### src/rtl/riscv_v_hazard_ctrl.sv
// Vector pipeline hazard/issue controller: RAW detection on vector and mask
// register files, ID-stage bypass selection and multiplier occupancy tracking.
module riscv_v_hazard_ctrl #(
    parameter int RF_ADDR_W   = 5,
    parameter int MUL_LATENCY = 3,
    parameter int FWD_EN      = 1
) (
    input  logic                 clk,
    input  logic                 rst,
    input  logic                 riscv_stall,
    input  logic                 flush,
    input  logic                 id_valid,
    input  logic [RF_ADDR_W-1:0] vs1_id,
    input  logic [RF_ADDR_W-1:0] vs2_id,
    input  logic                 vs1_rd_id,
    input  logic                 vs2_rd_id,
    input  logic [RF_ADDR_W-1:0] vd_id,
    input  logic                 vd_wr_id,
    input  logic                 mask_rd_id,
    input  logic                 mask_wr_id,
    input  logic                 is_mul_id,
    output logic                 riscv_v_stall,
    output logic [1:0]           fwd_srca_sel_id,
    output logic [1:0]           fwd_srcb_sel_id,
    output logic                 issue_exe,
    output logic                 mul_busy
);

    localparam int CW = (MUL_LATENCY > 1) ? $clog2(MUL_LATENCY) : 1;
    localparam logic [CW-1:0] MCNT_LOAD = CW'(MUL_LATENCY - 1);

    localparam logic [1:0] SEL_RF  = 2'b00;
    localparam logic [1:0] SEL_EXE = 2'b01;
    localparam logic [1:0] SEL_WB  = 2'b10;

    logic                 exe_valid_q, exe_valid_d;
    logic [RF_ADDR_W-1:0] exe_vd_q, exe_vd_d;
    logic                 exe_vd_wr_q, exe_vd_wr_d;
    logic                 exe_mask_wr_q, exe_mask_wr_d;
    logic                 exe_mul_q, exe_mul_d;
    logic                 wb_valid_q, wb_valid_d;
    logic [RF_ADDR_W-1:0] wb_vd_q, wb_vd_d;
    logic                 wb_vd_wr_q, wb_vd_wr_d;
    logic                 wb_mask_wr_q, wb_mask_wr_d;
    logic [CW-1:0]        mcnt_q, mcnt_d;

    logic                 haz_a, haz_b;
    logic [1:0]           raw_sel_a, raw_sel_b;
    logic                 mask_haz, struct_haz;

    assign mul_busy  = exe_mul_q & (mcnt_q != '0);
    assign issue_exe = exe_valid_q;

    // One source operand: {hazard, bypass select}; EXE match beats WB match.
    function automatic logic [2:0] src_check(
        input logic                 rd,
        input logic [RF_ADDR_W-1:0] vs
    );
        logic [2:0] r;
        logic       exe_hit;
        logic       wb_hit;
        r       = {1'b0, SEL_RF};
        exe_hit = exe_valid_q & exe_vd_wr_q & (exe_vd_q == vs);
        wb_hit  = wb_valid_q & wb_vd_wr_q & (wb_vd_q == vs);
        if (rd) begin
            if (exe_hit) begin
                if (mul_busy || (FWD_EN == 0)) r = {1'b1, SEL_RF};
                else                           r = {1'b0, SEL_EXE};
            end else if (wb_hit) begin
                if (FWD_EN != 0) r = {1'b0, SEL_WB};
                else             r = {1'b1, SEL_RF};
            end
        end
        return r;
    endfunction

    // Hazard detection and operand select generation for the ID instruction.
    always_comb begin
        {haz_a, raw_sel_a} = src_check(id_valid & vs1_rd_id, vs1_id);
        {haz_b, raw_sel_b} = src_check(id_valid & vs2_rd_id, vs2_id);
        mask_haz   = id_valid & mask_rd_id &
                     ((exe_valid_q & exe_mask_wr_q) |
                      (wb_valid_q & wb_mask_wr_q));
        struct_haz = id_valid & mul_busy;
        riscv_v_stall   = haz_a | haz_b | mask_haz | struct_haz;
        fwd_srca_sel_id = riscv_v_stall ? SEL_RF : raw_sel_a;
        fwd_srcb_sel_id = riscv_v_stall ? SEL_RF : raw_sel_b;
    end

    // Next state of the EXE/WB tracking slots and multiplier counter.
    always_comb begin
        exe_valid_d   = exe_valid_q;
        exe_vd_d      = exe_vd_q;
        exe_vd_wr_d   = exe_vd_wr_q;
        exe_mask_wr_d = exe_mask_wr_q;
        exe_mul_d     = exe_mul_q;
        wb_valid_d    = wb_valid_q;
        wb_vd_d       = wb_vd_q;
        wb_vd_wr_d    = wb_vd_wr_q;
        wb_mask_wr_d  = wb_mask_wr_q;
        mcnt_d        = mcnt_q;
        if (flush) begin
            exe_valid_d = 1'b0;
            exe_mul_d   = 1'b0;
            wb_valid_d  = 1'b0;
            mcnt_d      = '0;
        end else if (riscv_stall) begin
            mcnt_d = mcnt_q;
        end else if (mul_busy) begin
            mcnt_d     = mcnt_q - CW'(1);
            wb_valid_d = 1'b0;
        end else begin
            wb_valid_d   = exe_valid_q;
            wb_vd_d      = exe_vd_q;
            wb_vd_wr_d   = exe_vd_wr_q;
            wb_mask_wr_d = exe_mask_wr_q;
            if (riscv_v_stall) begin
                exe_valid_d = 1'b0;
                exe_mul_d   = 1'b0;
                mcnt_d      = '0;
            end else begin
                exe_valid_d   = id_valid;
                exe_vd_d      = vd_id;
                exe_vd_wr_d   = vd_wr_id;
                exe_mask_wr_d = mask_wr_id;
                exe_mul_d     = id_valid & is_mul_id;
                mcnt_d        = (id_valid & is_mul_id) ? MCNT_LOAD : '0;
            end
        end
    end

    // Slot and counter registers with synchronous active-low reset.
    always_ff @(posedge clk) begin
        if (!rst) begin
            exe_valid_q   <= 1'b0;
            exe_vd_q      <= '0;
            exe_vd_wr_q   <= 1'b0;
            exe_mask_wr_q <= 1'b0;
            exe_mul_q     <= 1'b0;
            wb_valid_q    <= 1'b0;
            wb_vd_q       <= '0;
            wb_vd_wr_q    <= 1'b0;
            wb_mask_wr_q  <= 1'b0;
            mcnt_q        <= '0;
        end else begin
            exe_valid_q   <= exe_valid_d;
            exe_vd_q      <= exe_vd_d;
            exe_vd_wr_q   <= exe_vd_wr_d;
            exe_mask_wr_q <= exe_mask_wr_d;
            exe_mul_q     <= exe_mul_d;
            wb_valid_q    <= wb_valid_d;
            wb_vd_q       <= wb_vd_d;
            wb_vd_wr_q    <= wb_vd_wr_d;
            wb_mask_wr_q  <= wb_mask_wr_d;
            mcnt_q        <= mcnt_d;
        end
    end

endmodule

### config.mk
export PLATFORM = sky130hd
export DESIGN_NAME = riscv_v_hazard_ctrl
export DESIGN_NICKNAME = d
export VERILOG_FILES = /design/src/rtl/riscv_v_hazard_ctrl.sv
export SDC_FILE = /design/constraint.sdc
export NUM_CORES = 1
export LEC_CHECK = 0
export ABC_AREA = 1
export BUFFER_PORTS_ARGS = -buffer_cell sky130_fd_sc_hd__buf_4
export CAP_MARGIN = 5
export CORE_UTILIZATION = 49
export CTS_BUF_LIST = sky130_fd_sc_hd__clkbuf_8
export DETAILED_ROUTE_END_ITERATION = 16
export GPL_ROUTABILITY_DRIVEN = 0
export HOLD_SLACK_MARGIN = 0.15
export MAX_ROUTING_LAYER = met4
export PLACE_DENSITY = 0.83
export SKIP_LAST_GASP = 1
export SYNTH_ARGS = -nofsm -noshare
export SYNTH_HDL_FRONTEND = slang
export SYNTH_SLANG_ARGS = --single-unit
### constraint.sdc
create_clock -name clk -period 1.2 [get_ports clk]
set_input_delay 0.12 -clock clk [delete_from_list [all_inputs] [get_ports clk]]
set_output_delay 0.12 -clock clk [all_outputs]
set_load 0.1 [all_outputs]
==> results of run 1 <==
[registers in the layout (all words and copies together), names as in the netlist]
| register | cells |
|---|---|
| wb_mask_wr_q | 1 |
| exe_vd_q | 5 |
| wb_vd_q | 5 |
| exe_mul_q | 1 |
| exe_vd_wr_q | 1 |
| mcnt_q | 2 |
| wb_valid_q | 1 |
| wb_vd_wr_q | 1 |
| issue_exe | 1 |
| exe_mask_wr_q | 1 |
[kinds of logic (layout without fill, tap and decap cells)]
| group | Yosys count | after routing | share of synthesized area, % |
|---|---|---|---|
| buffers and inverters | 41 | 110 | 13.5 |
| AOI/OAI and AO/OA | 30 | 30 | 13.3 |
| xor gates and xnor gates | 5 | 5 | 3.28 |
| DFF | 19 | 19 | 28.5 |
| and+or+nand+nor | 119 | 119 | 40.5 |
| adders and majority gates | 1 | 1 | 0.936 |
[cell usage after synthesis (all sizes together)]
library cell	n
nand4	5
nor3b	2
o22ai	1
nand3	16
dfxtp	19
buf	4
nand3b	1
nor3	5
a21oi	20
nor2	29
and3	1
inv	37
nand2	58
ha	1
xnor2	2
or2	2
xor2	3
o21ai	9
[final cells by class]
cell class / count / area share [%]
sequential: 19 / 17.0
timing repair buffer: 68 / 27.4
clock buffer: 3 / 1.73
multi-input combinational: 155 / 45.2
inverter: 37 / 6.28
tap: 30 / 1.57
clock inverter: 1 / 0.209
timing repair inverter: 1 / 0.680
[per-layer routing]
metal / track usage [%] / vias to the layer above / part of all wire (%) / wire (um)
met3: 16.9 / 88 / 13 / 896
met4: 23.9 / 0 / 10 / 704
met2: 63.4 / 236 / 44 / 3070
met5: - / - / 0 / 0
met1: 42.9 / 928 / 33 / 2260
li1: - / 817 / - / -
[worst min-delay path: cells and delay by family]
family | cells | cell delay (ns)
buffers and inverters | 1 | 0.18
AOI/OAI and AO/OA | 2 | 0.10
[per-stage QoR]
step | instances | cell area (um^2) | setup TNS, ns | total power [mW] | hold slack [ns]
final | 314 | 2390 | -8.98 | 1.74 | 0.166
after global routing | 314 | 2390 | -9.94 | 1.80 | 0.176
after CTS | 313 | 2210 | -6.25 | 1.60 | 0.155
after detailed placement | 300 | 1870 | -3.21 | 1.10 | 0.426
after global placement | 300 | 1870 | -2.44 | 1.09 | 0.409
after floorplan | 215 | 1420 | -10.78 | 0.921 | 0.253
[cell usage in the layout, fill, tap and decap left out, types with 2 or more instances in the layout]
cell      synthesis  routed
buf_4             1      49
nand2_1          55      48
inv_1            34      26
nor2_1           27      15
a21oi_2           7      14
dfxtp_2           0      11
buf_6             1      10
inv_2             2       9
nor2_4            2       8
buf_12            0       8
nand3_2           1       7
nor2_2            0       6
nand3_1          15       6
nor3_2            0       5
a21oi_1          13       5
nand2_2           1       5
nand4_1           5       5
dfxtp_1          19       5
nand2_4           2       4
o21ai_0           9       4
xor2_1            3       3
nand3_4           0       3
clkbuf_8          0       3
dfxtp_4           0       3
or2_2             2       2
nor3b_4           0       2
o21ai_2           0       2
o21ai_4           0       2
[final timing paths]
| kind | from | endpoint | slack [ns] | cells after the start |
|---|---|---|---|---|
| worst min register to register | wb_mask_wr_q | wb_mask_wr_q | 0.52 | 2 |
| worst min-delay path | rst | wb_vd_q[3] | 0.17 | 3 |
| worst max register to register | mcnt_q[0] | exe_vd_q[3] | -0.42 | 11 |
| worst max-delay path | exe_vd_q[1] | fwd_srcb_sel_id[1] | -0.57 | 8 |
[power by group through the flow]
stage	Sequential (mW)	Clock [mW]	Combinational [mW]
after floorplan	0.712	0	0.210
after global placement	0.702	0	0.387
after detailed placement	0.705	0	0.398
after CTS	0.694	0.449	0.454
after global routing	0.707	0.483	0.609
final	0.707	0.467	0.571
[what timing repair did]
item,CTS,global route
resized for setup,62,45
pin swaps,12,36
cloned,2,0
buffers inserted,8,2
endpoints found under the setup margin,23,25
==> results.md, run 1 <==
- Status: finished, violations left
- Failing checks: setup timing
- Seq pwr share: 40.5%
- Class of the worst hold path: primary input to flop
- CP Buf/Inv Count: 2
- Largest net degree at the start of global routing: 14
- Area of the die: 2940 um^2
- Endpoints failing setup: 24
- Seq/Total Area, Yosys: 28.5%
- Max incr delay on CP: 0.38 ns
- Net Sw Frac: 34.7%
- Slowest CP cell: dfxtp_2
- Worst vdd ir: 0.00102 V
- Clock share of power: 26.8%
- Clk slew on worst S/H paths: 0.08 ns
- Iter 0 DRT Violations: 195
- Rel. slew slack: 75.7%
- Pre-antenna DRT Iters: 7
- Clock Sinks: 19
- Synth Register Bits: 19
- Ant diodes: 0
- Via count: 2069
- Final worst path period share: 148%
- Worst setup SP type: flop
- Final net count: 312
- Pwr/cell area: 730 nW/um^2
- Unique cell type count in the Yosys netlist: 28
- Hold-fix buffers, CTS: 0
- Max Slew Vio Count: 0
- Pint: 1.14 mW
- CP cell instances: inv_2 > nand2_1 > o21ai_0 > a21oi_1 > nand2_1 > nor2_2 > nor2_4 > buf_12
- Initial core utilization: 53.0%
- CP Capture Type: output port
- Initial antenna violation count: 0
- Routed len/inst: 22.1 um
- Multi-input logic area: 1080 um^2
- CTS tree: done
- CP Max Fanout: 3
- Fmax: 564 MHz
- I/O Buffers: 32
- Row Count: 18
- Final Critical Period: 1.77 ns
- Post-synthesis cell area: 1340 um^2
- Root buf cell: clkbuf_8
- Net Switching: 0.605 mW
- Routed WL: 6.93 mm
- First-pass GRT wire length: 8.02 mm
- Worst-Margin Slew: 0.360 ns
- Area growth syn-to-layout: 78.9%
- DIE HEIGHT: 54.2 um
- ANT nets after route: 0
- Vias/cell: 6.59
- Top-area cell type share of the netlist area: 28.5%
- Synth area leader: dfxtp_1
- Synth Net Count: 242
- Final hold vios: 0
- Top cells by area, synth: dfxtp_1 28%, nand2_1 15%, inv_1 9.6%
- Cells after synthesis: 215
- Worst Skew: 0.00699 ns
- # DRC: 0
- Syn. warnings: 0
- # IOs: 33
- Unrepaired setup endpoints after global routing: yes
- Share of layout cells above drive strength 1: 57.0%
- Grt ovf: 0
- DIE WIDTH: 54.2 um
- Vias in the first global route: 1658
- Critical path class: flop to output port
- Final worst slack: -0.573 ns
- Fill count: 71
- Most frequent CP cell: nand2_1
- Mean Syn Cell Area: 6.22 um^2
- H-tree depth: 1
- Combinational share of power: 32.7%
- Dpl ws: -0.232 ns
- Post-DP HPWL: 2.80 mm
- Max-Cap Viols: 0
- Fin util: 94.8%
- CP top delay family: simple AND/OR/NAND/NOR gates
- CP required: 1.08 ns
- Core ar.: 2520 um^2
- Clock buffer depth: 2
- Clk_lat worst skew: 0.27 ns
- P_leak: 1.06 nW
- CTS Buf Count: 3
- Arrival time worst endpoint: 1.65 ns
- Gr usage total: 40.7%
- FF+latch area: 405 um^2
No activity file was read; power rests on OpenSTA's default activity.
==> inputs of run 2 (changes only) <==
--- a/config.mk
+++ b/config.mk
@@ -5,10 +5,10 @@
 export SDC_FILE = /design/constraint.sdc
 export NUM_CORES = 1
 export LEC_CHECK = 0
-export ABC_AREA = 1
 export BUFFER_PORTS_ARGS = -buffer_cell sky130_fd_sc_hd__buf_4
 export CAP_MARGIN = 5
-export CORE_UTILIZATION = 49
+export CORE_ASPECT_RATIO = 1.2
+export CORE_UTILIZATION = 47
 export CTS_BUF_LIST = sky130_fd_sc_hd__clkbuf_8
 export DETAILED_ROUTE_END_ITERATION = 16
 export GPL_ROUTABILITY_DRIVEN = 0
==> run 2 against run 1 <==
The run still ends with setup timing left. Critical path depth decreased by 3. Combinational power is 32% lower. Final area decreased by 16%. Fmax fell by 12%. Count of clock-buffer cells in the layout is the same.
==> results.md, run 2 <==
- Setup TNS: -12.78 ns (was -8.98 ns)
- Arrival time worst endpoint: 1.89 ns (was 1.65 ns)
- Post-synthesis cell area: 1080 um^2 (was 1340 um^2)
- Pwr/cell area: 765 nW/um^2 (was 730 nW/um^2)
- Cell with the most instances after synthesis: dfxtp_1 (was nand2_1)
- Worst-Margin Slew: 0.399 ns (was 0.360 ns)
- ANT nets after route: 0 (unchanged)
- Seq/Total Area, Yosys: 35.1% (was 28.5%)
- Worst vdd ir: 0.000975 V (was 0.00102 V)
- CP top delay family: simple AND/OR/NAND/NOR gates (unchanged)
- Share of layout cells above drive strength 1: 54.0% (was 57.0%)
- DIE HEIGHT: 54.6 um (was 54.2 um)
- Synth area leader: dfxtp_1 (unchanged)
- Worst Skew: 0.00192 ns (was 0.00699 ns)
- Largest net degree at the start of global routing: 23 (was 14)
- Top-area cell type share of the netlist area: 35.1% (was 28.5%)
- Top Registers: exe_vd_q x5, wb_vd_q x5, mcnt_q x2 (unchanged)
- Final worst slack: -0.810 ns (was -0.573 ns)
- Gr usage total: 41.0% (was 40.7%)
- Core ar.: 2120 um^2 (was 2520 um^2)
- Ant diodes: 0 (unchanged)
- Critical path class: flop to output port (unchanged)
- Synth Net Count: 150 (was 242)
- CP Max Fanout: 2 (was 3)
- Endpoints failing setup: 26 (was 24)
- H-tree depth: 1 (unchanged)
- Area of the die: 2500 um^2 (was 2940 um^2)
- Grt ovf: 0 (unchanged)
- CP Capture Type: output port (unchanged)
- Routed len/inst: 27.8 um (was 22.1 um)
- # IOs: 33 (unchanged)
- Area growth syn-to-layout: 84.4% (was 78.9%)
- Main synth FF type: dfxtp_1 (unchanged)
- Initial antenna violation count: 0 (unchanged)
- Iter 0 DRT Violations: 130 (was 195)
- Max incr delay on CP: 0.35 ns (was 0.38 ns)
- DIE WIDTH: 45.8 um (was 54.2 um)
- Pre-antenna DRT Iters: 4 (was 7)
- I/O Buffers: 32 (unchanged)
- Dpl ws: -0.466 ns (was -0.232 ns)
- Fin Hold WS: 0.224 ns (was 0.166 ns)
- Top cells by area, synth: dfxtp_1 35%, xnor2_1 8.1%, xor2_1 8.1% (was dfxtp_1 28%, nand2_1 15%, inv_1 9.6%)
- Vias in the first global route: 1280 (was 1658)
- Mean Syn Cell Area: 8.81 um^2 (was 6.22 um^2)
- EDFF count, synth: 0 (unchanged)
- Synth cell count leaders: 19 x dfxtp_1, 12 x nand2_1, 10 x xnor2_1, 10 x xor2_1, 8 x o21ai_0 (was 55 x nand2_1, 34 x inv_1, 27 x nor2_1)
- Clk slew on worst S/H paths: 0.08 ns (about the same)
- Unrepaired setup endpoints after global routing: yes (unchanged)
- Root buf cell: clkbuf_8 (unchanged)
- Syn. warnings: 0 (unchanged)
- Post-DP HPWL: 2.27 mm (was 2.80 mm)
- Class of the worst hold path: primary input to flop (unchanged)
- Commonest non-fill, non-tap cell in the layout: buf_4 (unchanged)
- Async SR Flop Fraction: 0% (unchanged)
- Commonest non-fill, non-tap cells in the layout: 45 x buf_4, 12 x nand2_1, 12 x dfxtp_1 (was 49 x buf_4, 48 x nand2_1, 26 x inv_1)
- CP cell instances: xor2_1 > nor4_2 > nand4_1 > nor3_4 > buf_12 (was inv_2 > nand2_1 > o21ai_0 > a21oi_1 > nand2_1 > nor2_2 > nor2_4 > buf_12)
- Max Slew Vio Count: 0 (unchanged)
- Vias/cell: 6.65 (was 6.59)
- CP Buf/Inv Count: 1 (was 2)
- Synth Register Bits: 19 (unchanged)
- P_leak: 0.793 nW (was 1.06 nW)
- Unique cell type count in the Yosys netlist: 30 (was 28)
- Row Count: 18 (unchanged)
- Slowest CP cell: nor4_2 (was dfxtp_2)
- Tot Pwr: 1.53 mW (was 1.74 mW)
- Failing checks: setup timing (unchanged)
- Final Critical Period: 2.01 ns (was 1.77 ns)
- Via count: 1456 (was 2069)
- Initial core utilization: 51.2% (was 53.0%)
- Clock Sinks: 19 (unchanged)
- Clock buffer depth: 2 (unchanged)
- Max-Cap Viols: 0 (unchanged)
- Final worst path period share: 167% (was 148%)
- CTS Buf Count: 3 (unchanged)
- # DRC: 0 (unchanged)
- Status: finished, violations left (unchanged)
- Fill count: 61 (was 71)
- Final hold vios: 0 (unchanged)
- CTS tree: done (unchanged)
- Routed WL: 6.08 mm (was 6.93 mm)
- Fmax: 498 MHz (was 564 MHz)
- First-pass GRT wire length: 6.58 mm (was 8.02 mm)
- Cells after synthesis: 123 (was 215)
- Worst setup SP type: flop (unchanged)
- Clk_lat worst skew: 0.26 ns (was 0.27 ns)
- Final net count: 217 (was 312)
- Rel. slew slack: 73.2% (was 75.7%)
- Fin util: 94.4% (was 94.8%)
- CP required: 1.08 ns (about the same)
==> run 2: power breakdown <==
group / internal [mW] / total (mW) / switching (mW)
logic: 0.186 / 0.390 / 0.204
registers: 0.646 / 0.671 / 0.0252
clock network: 0.232 / 0.468 / 0.237
total: 1.06 / 1.53 / 0.465
==> run 2: cells by family after synthesis <==
group	after synthesis	synth area share (%)
buffers and inverters	7	4.16
DFF	19	35.1
AOI/OAI and AO/OA	19	12.0
xor gates and xnor gates	20	16.2
adders and majority gates	1	1.15
and+or+nand+nor	50	24.9
muxes	7	6.47
==> run 2: worst register-to-register path, delay by kind of cell (launching register included) <==
kind	cells	cell delay, ns
buf+inv	5	0.57
compound gates	2	0.45
flops	1	0.33
simple gates	2	0.27
fa+ha+maj	1	0.13
==> run 2: timing repair <==
action	CTS	global route
resized for setup	35	21
hold buffers	7	0
cloned	1	0
hold endpoints to repair	7	0
pin swaps	12	14
buffers inserted	2	6
endpoints found under the setup margin	24	25
==> run 2: final timing paths <==
| kind | slack, ns | end | start | depth (start not counted) |
|---|---|---|---|---|
| setup reg to reg | -0.67 | exe_vd_q[2] | mcnt_q[0] | 10 |
| hold / removal | 0.22 | exe_mul_q | is_mul_id | 3 |
| hold reg to reg | 0.58 | exe_mul_q | exe_mul_q | 2 |
| setup / recovery | -0.81 | fwd_srca_sel_id[0] | exe_vd_q[2] | 5 |
==> run 2: cell type report <==
| cell class | instances | area (um^2) | area share, % |
|---|---|---|---|
| multi-input cells | 97 | 837 | 41.9 |
| repair buffers | 66 | 657 | 32.9 |
| flip-flops and latches | 19 | 397 | 19.8 |
| clock buffers | 3 | 41.3 | 2.07 |
| well taps | 30 | 37.5 | 1.88 |
| inverters | 3 | 23.8 | 1.19 |
| clock inverters | 1 | 5.00 | 0.250 |
==> run 2: layer usage <==
layer / vias up / routed length, um / GRT usage [%]
li1: 558 / - / -
met1: 659 / 1990 / 41.7
met2: 164 / 2650 / 66.0
met3: 75 / 796 / 12.9
met4: 0 / 646 / 29.4
met5: - / 0 / -
==> run 2: per-stage QoR <==
step           cell area, um^2  cells
4_1_cts                   1900    215
3_3_place_gp              1600    201
2_1_floorplan             1180    123
3_5_place_dp              1600    201
6_report                  2000    219
5_1_grt                   2000    219
==> inputs of run 3 (changes only) <==
--- a/config.mk
+++ b/config.mk
@@ -8,13 +8,13 @@
 export BUFFER_PORTS_ARGS = -buffer_cell sky130_fd_sc_hd__buf_4
 export CAP_MARGIN = 5
 export CORE_ASPECT_RATIO = 1.2
-export CORE_UTILIZATION = 47
+export CORE_UTILIZATION = 35
 export CTS_BUF_LIST = sky130_fd_sc_hd__clkbuf_8
 export DETAILED_ROUTE_END_ITERATION = 16
 export GPL_ROUTABILITY_DRIVEN = 0
 export HOLD_SLACK_MARGIN = 0.15
 export MAX_ROUTING_LAYER = met4
-export PLACE_DENSITY = 0.83
+export PLACE_DENSITY = 0.66
 export SKIP_LAST_GASP = 1
 export SYNTH_ARGS = -nofsm -noshare
 export SYNTH_HDL_FRONTEND = slang
==> run 3 against run 2 <==
The run still ends with setup timing left. Core utilization decreased by 26 points. Die area increased by 33%. Combinational power decreased by 17%. Cell count increased by 2.7%. Critical endpoint unchanged. Highest routed layer unchanged.
==> results.md, run 3 (synthesized netlist as in run 2, its figures left out) <==
- Clk_lat worst skew: 0.25 ns (was 0.26 ns)
- Pwr/cell area: 725 nW/um^2 (was 765 nW/um^2)
- Final Critical Period: 1.86 ns (was 2.01 ns)
- I/O Buffers: 32 (unchanged)
- Root buf cell: clkbuf_8 (unchanged)
- Endpoints failing setup: 23 (was 26)
- Final worst path period share: 155% (was 167%)
- Unrepaired setup endpoints after global routing: yes (unchanged)
- Arrival time worst endpoint: 1.74 ns (was 1.89 ns)
- Worst Reg-to-Reg Cells: 11 (was 10)
- Setup TNS: -10.21 ns (was -12.78 ns)
- Class of the worst hold path: primary input to flop (unchanged)
- Critical path class: flop to output port (unchanged)
- Worst setup SP type: flop (unchanged)
- Worst-Margin Slew: 0.288 ns (was 0.399 ns)
- CP required: 1.08 ns (about the same)
- CP Capture Type: output port (unchanged)
- Dpl ws: -0.436 ns (was -0.466 ns)
- Status: finished, violations left (unchanged)
- Area growth syn-to-layout: 81.8% (was 84.4%)
- Vias/cell: 5.08 (was 6.65)
- Fin Hold WS: 0.184 ns (was 0.224 ns)
- Commonest non-fill, non-tap cells in the layout: 47 x buf_4, 12 x nand2_1, 12 x dfxtp_1 (was 45 x buf_4, 12 x nand2_1, 12 x dfxtp_1)
- Post-DP HPWL: 2.09 mm (was 2.27 mm)
- Rel. slew slack: 80.6% (was 73.2%)
- P_leak: 0.796 nW (was 0.793 nW)
- Crit path launch: exe_vd_q[2] (unchanged)
- Max-Cap Viols: 0 (unchanged)
- Share of layout cells above drive strength 1: 50.8% (was 54.0%)
- CP Max Fanout: 2 (unchanged)
- Min-delay src: is_mul_id (unchanged)
- Iter 0 DRT Violations: 14 (was 130)
- Ant diodes: 0 (unchanged)
- Via count: 1143 (was 1456)
- # DRC: 0 (unchanged)
- Final worst slack: -0.658 ns (was -0.810 ns)
- Fmax: 538 MHz (was 498 MHz)
- Routed WL: 2.99 mm (was 6.08 mm)
- # IOs: 33 (unchanged)
- Max Slew Vio Count: 0 (unchanged)
- Final hold vios: 0 (unchanged)
- Largest net degree at the start of global routing: 23 (unchanged)
- Core ar.: 2860 um^2 (was 2120 um^2)
- First-pass GRT wire length: 4.66 mm (was 6.58 mm)
- Row Count: 21 (was 18)
- Initial core utilization: 37.8% (was 51.2%)
- ANT nets after route: 0 (unchanged)
- Worst Skew: 0.00293 ns (was 0.00192 ns)
- Final net count: 219 (was 217)
- CTS Buf Count: 3 (unchanged)
- Top Registers: exe_vd_q x5, wb_vd_q x5, mcnt_q x2 (unchanged)
- Worst vdd ir: 0.000696 V (was 0.000975 V)
- Initial antenna violation count: 0 (unchanged)
- Vias in the first global route: 1108 (was 1280)
- Grt ovf: 0 (unchanged)
- Area of the die: 3320 um^2 (was 2500 um^2)
- Gr usage total: 19.3% (was 41.0%)
- Pre-antenna DRT Iters: 4 (unchanged)
- Clock Sinks: 19 (unchanged)
- Clock buffer depth: 2 (unchanged)
- Failing checks: setup timing (unchanged)
- WHS Path Cells: 3 (unchanged)
- Fill count: 220 (was 61)
- R2r setup slk: -0.50 ns (was -0.67 ns)
- Reg2reg start: mcnt_q[1] (was mcnt_q[0])
- DIE WIDTH: 52.8 um (was 45.8 um)
- DIE HEIGHT: 63.0 um (was 54.6 um)
- Commonest non-fill, non-tap cell in the layout: buf_4 (unchanged)
- Clk slew on worst S/H paths: 0.07 ns (was 0.08 ns)
- Routed len/inst: 13.3 um (was 27.8 um)
- CTS tree: done (unchanged)
- H-tree depth: 1 (unchanged)
==> run 3: changes by cell type in the layout (fill, tap and decap cells not counted), sizes merged <==
cell  delta
buf      +2
==> run 3: what timing repair did <==
item / CTS / global route
gates resized for setup: 29 / 18
pin swaps: 11 / 15
buffers inserted: 6 / 4
hold endpoints to repair: 7 / 0
setup endpoints to repair: 23 / 24
cloned: 0 / 1
hold buffers: 7 / 0
==> run 3: final cells by class <==
cell class / instances / area, um^2 / share of cell area, %
tap: 34 / 42.5 / 2.16
clock buffer: 3 / 41.3 / 2.10
inverter: 3 / 23.8 / 1.21
clock inverter: 1 / 5.00 / 0.254
timing repair buffer: 68 / 668 / 33.9
sequential: 19 / 392 / 19.9
multi-input combinational: 97 / 797 / 40.5
==> run 3: routing by layer <==
metal / vias up / wire [um] / GRT usage, %
li1: 563 / - / -
met1: 546 / 1280 / 22.9
met4: 0 / 46 / 10.2
met3: 6 / 80 / 2.19
met2: 28 / 1580 / 31.0
met5: - / 0 / -
==> run 3: where the power goes <==
group / switching, mW / total (mW) / internal (mW)
clock: 0.206 / 0.437 / 0.231
combinational: 0.141 / 0.325 / 0.184
sequential: 0.0167 / 0.666 / 0.649
==> run 3: critical path, cell delays in order (launching register included) <==
cell and delay, ns:
dfxtp_2 0.33, buf_4 0.14, xor2_1 0.15, nor4_1 0.22
nand4_1 0.24, nor3_4 0.21, buf_12 0.20
==> run 3: final timing paths <==
| kind | endpoint |
|---|---|
| max | fwd_srca_sel_id[0] |
| min | mcnt_q[1] |
| max reg2reg | exe_vd_q[3] |
| min reg2reg | exe_vd_wr_q |
==> run 3: metrics by stage <==
step | cell area, um^2 | instances | util [%] | total power, mW
CTS | 1880 | 223 | 65.5 | 1.42
detailed placement | 1620 | 207 | 56.5 | 0.955
finish | 1970 | 225 | 68.8 | 1.43
global placement | 1620 | 207 | 56.5 | 0.948
global route | 1970 | 225 | 68.8 | 1.50
floorplan | 1180 | 123 | - | 0.808
